<file path="src/rtl/multi_key_beep_pkg.sv">
// Shared definitions for the multi-key beeper: FSM state encoding and the
// counter-width helper used to size every down/up counter in the block.
package multi_key_beep_pkg;

  typedef enum logic [1:0] {
    StIdle,
    StOn,
    StOff
  } beep_state_e;

  // Bits needed to hold values 0..max_count-1, never less than one bit.
  function automatic int unsigned cnt_width(input int unsigned max_count);
    int unsigned w;
    w = $clog2(max_count);
    return (w < 1) ? 1 : w;
  endfunction

endpackage

</file>
<file path="src/rtl/multi_key_beep_if.sv">
// Board-side signal bundle of the multi-key beeper. The slave modport is the
// controller's view; the master modport is the board/environment view.
interface multi_key_beep_if #(
  parameter int unsigned NUM_KEYS = 4
);
  logic [NUM_KEYS-1:0] key;
  logic [NUM_KEYS-1:0] key_value;
  logic [NUM_KEYS-1:0] key_flag;
  logic                beep;
  logic                beep_busy;

  modport master (
    output key,
    input  key_value,
    input  key_flag,
    input  beep,
    input  beep_busy
  );

  modport slave (
    input  key,
    output key_value,
    output key_flag,
    output beep,
    output beep_busy
  );
endinterface

</file>
<file path="src/rtl/key_debounce_ch.sv">
// One key channel: 2-FF synchroniser on the raw pin, stability counter, and
// the debounced level with a one-cycle change flag.
module key_debounce_ch
  import multi_key_beep_pkg::*;
#(
  parameter int unsigned DEBOUNCE_CYC = 1_000_000
) (
  input  logic sys_clk,
  input  logic sys_rst,
  input  logic key_raw,
  output logic key_value,
  output logic key_flag
);
  localparam int unsigned     CntW   = cnt_width(DEBOUNCE_CYC);
  localparam logic [CntW-1:0] CntMax = CntW'(DEBOUNCE_CYC - 1);

  logic            sync1;
  logic            sync2;
  logic [CntW-1:0] cnt;

  // Synchronise, then accept a new level once it has been stable long enough.
  // A change of the synced level always passes through "equal to key_value"
  // for a two-level signal, so clearing on equality also covers level changes.
  always_ff @(posedge sys_clk) begin
    if (sys_rst) begin
      sync1     <= 1'b1;
      sync2     <= 1'b1;
      cnt       <= '0;
      key_value <= 1'b1;
      key_flag  <= 1'b0;
    end else begin
      sync1    <= key_raw;
      sync2    <= sync1;
      key_flag <= 1'b0;
      if (sync2 == key_value) begin
        cnt <= '0;
      end else if (cnt == CntMax) begin
        key_value <= sync2;
        key_flag  <= 1'b1;
        cnt       <= '0;
      end else begin
        cnt <= cnt + 1'b1;
      end
    end
  end

endmodule

</file>
<file path="src/rtl/multi_key_beep.sv">
// Multi-key beeper top: NUM_KEYS debounced active-low keys; key k pressed
// triggers a burst of k+1 beeps on a single buzzer output.
// Optional feature macro: MULTI_KEY_BEEP_TONE_EN (passive buzzer tone in ON).
module multi_key_beep
  import multi_key_beep_pkg::*;
#(
  parameter int unsigned NUM_KEYS      = 4,
  parameter int unsigned DEBOUNCE_CYC  = 1_000_000,
  parameter int unsigned BEEP_ON_CYC   = 5_000_000,
  parameter int unsigned BEEP_OFF_CYC  = 5_000_000,
  parameter int unsigned TONE_HALF_CYC = 12_500
) (
  input logic             sys_clk,
  input logic             sys_rst,
  multi_key_beep_if.slave kb
);
  localparam int unsigned    RemW    = cnt_width(NUM_KEYS);
  localparam int unsigned    PhMax   = (BEEP_ON_CYC > BEEP_OFF_CYC) ? BEEP_ON_CYC : BEEP_OFF_CYC;
  localparam int unsigned    PhW     = cnt_width(PhMax);
  localparam logic [PhW-1:0] OnLast  = PhW'(BEEP_ON_CYC - 1);
  localparam logic [PhW-1:0] OffLast = PhW'(BEEP_OFF_CYC - 1);

  logic [NUM_KEYS-1:0] key_value_w;
  logic [NUM_KEYS-1:0] key_flag_w;
  logic [NUM_KEYS-1:0] press;
  logic [RemW-1:0]     press_idx;

  beep_state_e     state;
  logic [RemW-1:0] remaining;
  logic [PhW-1:0]  phase_cnt;
  logic            beep_reg;
  logic            busy_reg;

  for (genvar i = 0; i < NUM_KEYS; i++) begin : g_ch
    key_debounce_ch #(
      .DEBOUNCE_CYC(DEBOUNCE_CYC)
    ) u_ch (
      .sys_clk  (sys_clk),
      .sys_rst  (sys_rst),
      .key_raw  (kb.key[i]),
      .key_value(key_value_w[i]),
      .key_flag (key_flag_w[i])
    );
  end

  assign kb.key_value = key_value_w;
  assign kb.key_flag  = key_flag_w;
  assign kb.beep      = beep_reg;
  assign kb.beep_busy = busy_reg;

  // Press events, lowest index wins.
  always_comb begin
    press     = key_flag_w & ~key_value_w;
    press_idx = '0;
    for (int i = NUM_KEYS - 1; i >= 0; i--) begin
      if (press[i]) press_idx = RemW'(i);
    end
  end

`ifdef MULTI_KEY_BEEP_TONE_EN
  localparam int unsigned    ToneW    = cnt_width(TONE_HALF_CYC);
  localparam logic [ToneW-1:0] ToneLast = ToneW'(TONE_HALF_CYC - 1);
  logic [ToneW-1:0] tone_cnt;
`else
  logic unused_tone;
  assign unused_tone = ^TONE_HALF_CYC;
`endif

  // Burst FSM with registered beep/busy outputs.
  always_ff @(posedge sys_clk) begin
    if (sys_rst) begin
      state     <= StIdle;
      remaining <= '0;
      phase_cnt <= '0;
      beep_reg  <= 1'b0;
      busy_reg  <= 1'b0;
`ifdef MULTI_KEY_BEEP_TONE_EN
      tone_cnt  <= '0;
`endif
    end else begin
      case (state)
        StIdle: begin
          if (|press) begin
            state     <= StOn;
            remaining <= press_idx;
            phase_cnt <= '0;
            beep_reg  <= 1'b1;
            busy_reg  <= 1'b1;
`ifdef MULTI_KEY_BEEP_TONE_EN
            tone_cnt  <= '0;
`endif
          end
        end
        StOn: begin
          if (phase_cnt == OnLast) begin
            state     <= StOff;
            phase_cnt <= '0;
            beep_reg  <= 1'b0;
          end else begin
            phase_cnt <= phase_cnt + 1'b1;
`ifdef MULTI_KEY_BEEP_TONE_EN
            if (tone_cnt == ToneLast) begin
              tone_cnt <= '0;
              beep_reg <= ~beep_reg;
            end else begin
              tone_cnt <= tone_cnt + 1'b1;
            end
`endif
          end
        end
        StOff: begin
          if (phase_cnt == OffLast) begin
            phase_cnt <= '0;
            if (remaining == '0) begin
              state    <= StIdle;
              busy_reg <= 1'b0;
            end else begin
              remaining <= remaining - 1'b1;
              state     <= StOn;
              beep_reg  <= 1'b1;
`ifdef MULTI_KEY_BEEP_TONE_EN
              tone_cnt  <= '0;
`endif
            end
          end else begin
            phase_cnt <= phase_cnt + 1'b1;
          end
        end
        default: begin
          state    <= StIdle;
          beep_reg <= 1'b0;
          busy_reg <= 1'b0;
        end
      endcase
    end
  end

endmodule
</file>
<file path="src/flat_wrapper.sv">
// flat-port wrapper written by rule: the top's interface ports become plain ports
module multi_key_beep_flat import multi_key_beep_pkg::*;
#(
  parameter int unsigned NUM_KEYS      = 4,
  parameter int unsigned DEBOUNCE_CYC  = 1_000_000,
  parameter int unsigned BEEP_ON_CYC   = 5_000_000,
  parameter int unsigned BEEP_OFF_CYC  = 5_000_000,
  parameter int unsigned TONE_HALF_CYC = 12_500
)
  (sys_clk, sys_rst, kb_key, kb_key_value, kb_key_flag, kb_beep, kb_beep_busy);
  multi_key_beep_if #(.NUM_KEYS(NUM_KEYS)) kb_i ();
  input logic sys_clk;
  input logic sys_rst;
  input wire logic [$bits(kb_i.key)-1:0] kb_key;
  output wire logic [$bits(kb_i.key_value)-1:0] kb_key_value;
  output wire logic [$bits(kb_i.key_flag)-1:0] kb_key_flag;
  output wire logic [$bits(kb_i.beep)-1:0] kb_beep;
  output wire logic [$bits(kb_i.beep_busy)-1:0] kb_beep_busy;
  assign kb_i.key = kb_key;
  assign kb_key_value = kb_i.key_value;
  assign kb_key_flag = kb_i.key_flag;
  assign kb_beep = kb_i.beep;
  assign kb_beep_busy = kb_i.beep_busy;
  multi_key_beep #(.NUM_KEYS(NUM_KEYS), .DEBOUNCE_CYC(DEBOUNCE_CYC), .BEEP_ON_CYC(BEEP_ON_CYC), .BEEP_OFF_CYC(BEEP_OFF_CYC), .TONE_HALF_CYC(TONE_HALF_CYC)) u_core (.sys_clk(sys_clk), .sys_rst(sys_rst), .kb(kb_i));
endmodule
</file>
<file path="config.mk">
export PLATFORM = sky130hd
export DESIGN_NAME = multi_key_beep_flat
export DESIGN_NICKNAME = d
export VERILOG_FILES = /design/src/rtl/multi_key_beep_pkg.sv /design/src/rtl/multi_key_beep_if.sv /design/src/rtl/key_debounce_ch.sv /design/src/rtl/multi_key_beep.sv /design/src/flat_wrapper.sv
export SDC_FILE = /design/constraint.sdc
export NUM_CORES = 1
export LEC_CHECK = 0
export ABC_AREA = 1
export CAP_MARGIN = 10
export CORE_UTILIZATION = 50
export CTS_BUF_LIST = sky130_fd_sc_hd__clkbuf_8
export CTS_CLUSTER_SIZE = 24
export DETAILED_ROUTE_END_ITERATION = 10
export PLACE_DENSITY = 0.71
export SYNTH_ARGS = -nofsm -noshare
export SYNTH_HDL_FRONTEND = slang
export SYNTH_SLANG_ARGS = --single-unit
</file>
<file path="constraint.sdc">
create_clock -name sys_clk -period 2.3 [get_ports sys_clk]
set_clock_uncertainty 0.05 [all_clocks]
set_input_delay 0.345 -clock sys_clk [delete_from_list [all_inputs] [get_ports sys_clk]]
set_output_delay 0.345 -clock sys_clk [all_outputs]
set_load 0.1 [all_outputs]
</file>
After elaboration in Yosys (flattened, before gate mapping):

Cells that the tools add are included.

* register bits: 125
* bits of input ports: 6
* output and inout bits: 10
* logic and storage cells: 105

* $add $sub $neg: 6
* eq/ne operators: 16
* muxes and demuxes: 28
* bitwise logic cells: 7
* reduce and logical (&&, ||, !) cells: 23

Operators with widths (number)
* adder 20 x 1 -> 20 bit, second input constant: 4
* == test 20 bit, second input constant: 4
* 2-to-1 mux 23 bit: 2
* one-hot mux 23 bit (2 select lines): 1
* adder 23 x 1 -> 23 bit, second input constant: 1
* == test 23 bit, second input constant: 1
* 2-to-1 mux 2 bit: 10
* AND reduction 4 bit: 3
* OR reduction 3 bit: 4
* 2-to-1 mux 1 bit: 11
* AND reduction 2 bit: 5
* OR reduction 2 bit: 5
* != test 2 x 1 -> 1 bit, second input constant: 4
* one-hot mux 1 bit (3 select lines): 2
* one-hot mux 2 bit (3 select lines): 1
* inverter 1 bit: 5
* AND 4 bit: 1
* == test 1 bit: 4
* logical NOT 2 bit: 2
* inverter 4 bit: 1
* one-hot mux 2 bit (2 select lines): 1
* nonzero test 2 bit: 2
* OR reduction 4 bit: 1
* AND reduction 3 bit: 1
* 4 further kinds: 4

Longest topological paths before layout:

* depth in word-level cells: 8
* gate-level depth with buffers: 12
* mapped depth without buffers: 12

By module:

From an unflattened synthesis, not the netlist that was laid out.

* cells, all modules: 936
* area, all modules: 6941.7 µm²

By module, submodules not included
* key_debounce_ch: instances 4, cells each 159, area each 1236.2 µm², sequential area each 480.5 µm²
* multi_key_beep: instances 1, cells each 300, area each 1996.9 µm², sequential area each 580.6 µm²

Worst setup path before layout:

OpenSTA, ideal clock, no wires.

* path kind: register -> register
* start: reg u_core.state[0]
* end: reg u_core.phase_cnt[2]
* library setup time: 0.113 ns
* data arrival time: 1.505 ns
* data required time: 2.137 ns
* setup slack: 0.631 ns
* stages on the path, launching flop included: 9
* path buffers: 1
* clock period less this slack: 1.669 ns
* cell sequence: dfxtp_1 > inv_1 > ha_1 > nor2_1 > nor2_8 > buf_6 > a21o_1 > o21ai_1 > nor2_1

* longest elaborated chain between the ends: 4
* elaborated cells between the ends (all ways): 8
* classes of those cells: eq/ne: 3; mux: 1; reduce/logical: 4

Ends and longest elaborated chain
* start: declaration: line multi_key_beep.sv:28 `beep_state_e state;`
* start signal: assignment: line multi_key_beep.sv:72 `state <= StIdle;`
* start signal: assignment: line multi_key_beep.sv:84 `state <= StOn;`
* start signal: assignment: line multi_key_beep.sv:96 `state <= StOff;`
* == test 2 x 1 -> 1 bit / == test 2 bit (equally long branches): line multi_key_beep.sv:81 `case (state)`
* OR reduction 2 bit (no source line)
* nonzero test 2 bit (no source line)
* AND reduction 2 bit (no source line)
* end signal: assignment: line multi_key_beep.sv:100 `phase_cnt <= phase_cnt + 1'b1;`
* end signal: assignment: line multi_key_beep.sv:126 `phase_cnt <= phase_cnt + 1'b1;`
* end: declaration: line multi_key_beep.sv:30 `logic [PhW-1:0] phase_cnt;`

Parallel ways exist; a longest one is shown, timed or not.
A chain may end at the register's enable or synchronous reset.

Worst setup path after layout:

* start: reg u_core.g_ch[3].u_ch.cnt[0]
* end: reg u_core.g_ch[3].u_ch.cnt[4]

* longest elaborated chain between the ends: 2
* elaborated cells between the ends (all ways): 3
* classes of those cells: add/sub: 1; eq/ne: 1; reduce/logical: 1

Ends and longest elaborated chain
* start: declaration: line key_debounce_ch.sv:19 `logic [CntW-1:0] cnt;`
* start signal: assignment: line key_debounce_ch.sv:42 `cnt <= cnt + 1'b1;`
* branches (longest 2 deep; another with adder 20 x 1 -> 20 bit)

Parallel ways; which one is timed is not known.

==> impl_metrics.py <==
metrics = {
    "sta": {
        "setup_viol": 0,
        "timing.slew.headroom_pct": 70.0,
        "fmax_mhz": 518,
        "tightest_slew_ns": 0.446,
        "slew_viol_final": 0,
        "fin_crit_ns": 1.93,
        "min_period_over_period_pct": 83.9,
        "fin_tns_setup_ns": 0,
        "finalHoldViolCount": 0,
        "holdWs_ns": 0.360,
        "rsz0062_at_grt": "false",
    },
    "floorplanning": {
        "ios": 16,
        "core_area_sq_um": 12200,
        "fp.dieH_microns": 115,
        "die_width_microns": 115,
        "die_area_sq_um": 13200,
        "rows": 40,
        "start_util_pct": 52.0,
    },
    "clock_network": {
        "cts_setup_buffers": 0,
        "cts_tree": "yes",
        "hold_buffers": 0,
        "cts_max_level": 4,
        "clock_sinks": 125,
        "cts_buffers": 17,
        "clkSlewWorstSetupHoldPaths_ns": 0.07,
        "clockBufferDepth": 2,
        "clkLatencyLatePin_ns": 0.44,
        "ctsResizeCount": 0,
        "root_buffer": "clkbuf_8",
    },
    "worst_hold_path": {
        "min_path_cells": 1,
        "holdCritPathClass": "register to register",
        "hold_end": "u_core.g_ch[2].u_ch.sync2$_SDFF_PP1_",
        "min_from": "u_core.g_ch[2].u_ch.sync1$_SDFF_PP1_",
    },
    "worst_setup_path": {
        "cp-start-kind": "register",
        "crit_family": "simple AND/OR/NAND/NOR gates",
        "crit_path_frequent_cell": "nand2_1",
        "required_ns": 2.57,
        "path_cells": "ha_1, nand2_1, nor3_1, nand2_1, nor2_1, nand2_1, nand4_1, buf_4, nor3b_1",
        "r2r_cells": 9,
        "r2r_end": "u_core.g_ch[3].u_ch.cnt[4]$_SDFF_PP0_",
        "crit_slowest_cell": "dfxtp_1",
        "cpPeakStageDelay_ns": 0.35,
        "r2r_start": "u_core.g_ch[3].u_ch.cnt[0]$_SDFF_PP0_",
        "path_class": "register to register",
        "cp_max_fo": 20,
        "crit_arrival_ns": 2.20,
        "r2r_slack_ns": 0.37,
        "path_buf_inv": 1,
        "critPathCaptureType": "register",
    },
    "synthesis": {
        "yosysSeqAreaShare_pct": 39.4,
        "syn-num-nets": 895,
        "synthesis.area_sq_um": 6360,
        "ys_warn_count": 0,
        "synth-seq-cells": 125,
        "synth_area_per_cell_sq_um": 7.23,
        "yosysUniqueCellTypes": 46,
        "netlist_instances": 879,
    },
    "route": {
        "dr.pass1.iters": 5,
        "drt_iter0_drc": 235,
        "wl_per_cell_microns": 11.1,
        "viasPerCell": 4.95,
        "ant_nets": 0,
        "routed_wl_mm": 12.0,
        "vias": 5339,
        "drc": 0,
    },
    "run_status": {
        "outcome": "finished, final reports clean",
    },
    "grt": {
        "grt_overflow": 0,
        "grt_max_degree": 21,
        "grt_pass1_vias": 4698,
        "grt.total_usage_pct": 19.9,
        "antenna_found_initial": 0,
        "grt_pass1_wl_mm": 20.7,
    },
    "power_and_ir_drop": {
        "ir_drop_uv": 663,
        "leakage_nw": 2.51,
        "pwr_density_cell_nw_per_um2": 588,
        "power.total_mw": 4.10,
    },
    "finish": {
        "diodes": 0,
        "area_growth_pct": 9.69,
        "largest_register_ffs": 80,
        "top_regs": "u_core.g_ch.u_ch.cnt x80, u_core.phase_cnt x23",
        "multi_input_area_sq_um": 3290,
        "top_register": "u_core.g_ch.u_ch.cnt",
        "fin_nets": 913,
        "final.fill_count": 1221,
        "seq_area_sq_um": 2500,
        "drive_above_1_share_pct": 13.7,
    },
    "job": {
        "max_cap_violations": 0,
    },
    "place": {
        "post-dp-hpwl_mm": 8.79,
        "port_buffers": 15,
        "gp_congestion": 0.834,
    },
}
cell type report:
type                    instances  share of cell area [%]
repair buffers                 22                    2.55
inverters                     105                    5.73
clock buffers                  21                    4.15
well taps                     168                    3.02
flip-flops and latches        125                    35.9
clock inverters                11                    1.45
multi-input cells             626                    47.2
per-layer routing:
metal	global-route usage [%]	routed length, microns	vias up
met1	25.8	6060	2392
met2	31.2	5340	62
met3	6.06	428	12
met4	7.79	131	0
li1	-	-	2873
met5	0	0	-
how the worst max path moves through the flow:
stage                                             end  slack [ns]                                   from  cells after the start
2_1_floorplan        u_core.phase_cnt[2]$_SDFFE_PP0P_        0.63           u_core.state[0]$_SDFFE_PP0P_                      8
6_report        u_core.g_ch[3].u_ch.cnt[4]$_SDFF_PP0_        0.37  u_core.g_ch[3].u_ch.cnt[0]$_SDFF_PP0_                      9
3_3_place_gp   u_core.g_ch[1].u_ch.cnt[12]$_SDFF_PP0_        0.30                                sys_rst                      7
4_1_cts         u_core.g_ch[3].u_ch.cnt[4]$_SDFF_PP0_        0.39  u_core.g_ch[3].u_ch.cnt[0]$_SDFF_PP0_                      9
5_1_grt        u_core.g_ch[3].u_ch.cnt[17]$_SDFF_PP0_        0.16  u_core.g_ch[3].u_ch.cnt[0]$_SDFF_PP0_                      9
3_5_place_dp   u_core.g_ch[1].u_ch.cnt[14]$_SDFF_PP0_        0.25                                sys_rst                      7
placed cells by master, fill, tap and decap left out, types with 2 or more instances in the layout:
| cell type | instances |
|---|---|
| a21o_1 | 3 |
| a21oi_1 | 44 |
| a31oi_1 | 4 |
| and3_1 | 4 |
| buf_4 | 17 |
| bufinv_16 | 2 |
| clkbuf_8 | 21 |
| clkdlybuf4s50_1 | 5 |
| clkinv_1 | 3 |
| clkinv_2 | 5 |
| dfxtp_1 | 125 |
| ha_1 | 10 |
| inv_1 | 93 |
| inv_2 | 11 |
| nand2_1 | 169 |
| nand2_2 | 12 |
| nand3_1 | 43 |
| nand3_2 | 5 |
| nand4_1 | 29 |
| nor2_1 | 132 |
| nor2_2 | 13 |
| nor2_4 | 4 |
| nor2_8 | 2 |
| nor3_1 | 48 |
| nor3_2 | 5 |
| nor3b_1 | 7 |
| nor3b_2 | 5 |
| nor4_1 | 7 |
| o21ai_0 | 12 |
| o21ai_1 | 3 |
| o21bai_1 | 2 |
| or2_0 | 5 |
| or2_2 | 16 |
| xnor2_1 | 9 |
| xor2_1 | 23 |
per-stage QoR:
stage,setup WS (ns),cell area [sq um],util [%],instances
after floorplan,0.631,6360,-,879
after global placement,0.305,6580,53.9,1046
after detailed placement,0.251,6580,53.9,1046
after CTS,0.391,6970,57.1,1078
after global routing,0.160,6970,57.1,1078
final,0.369,6970,57.1,1078
cells in the mapped netlist (all sizes together):
cell | count | area [sq um]
nor3b | 12 | 115
inv | 100 | 378
nor2 | 151 | 662
xnor2 | 9 | 78.8
xor2 | 23 | 201
a21o | 3 | 22.5
dfxtp | 125 | 2500
nor4 | 7 | 43.8
o21bai | 2 | 15.0
a21oi | 45 | 236
and3 | 4 | 25.0
buf | 22 | 159
or3 | 1 | 6.26
ha | 10 | 125
nand4 | 30 | 194
nand3b | 1 | 7.51
o31ai | 1 | 7.51
clkinv | 5 | 21.3
nand3 | 48 | 265
or2 | 21 | 131
o211ai | 1 | 7.51
a22oi | 1 | 7.51
o22ai | 1 | 20.0
clkbuf | 1 | 3.75
nor3 | 53 | 290
a31oi | 4 | 25.0
o21ai | 16 | 83.8
nand2 | 182 | 721
power breakdown:
| group | switching (mW) | internal (mW) | total (mW) |
|---|---|---|---|
| Combinational | 0.0319 | 0.0213 | 0.0532 |
| Clock | 0.814 | 1.05 | 1.87 |
| Sequential | 0.00447 | 2.17 | 2.18 |
kinds of logic after synthesis:
logic type	after synthesis	synth area share [%]
simple gates	510	38.7
buf+inv	128	8.84
flops	125	39.4
compound gates	74	6.69
xor+xnor	32	4.41
fa+ha+maj	10	1.97
(Power assumes the default switching activity.)
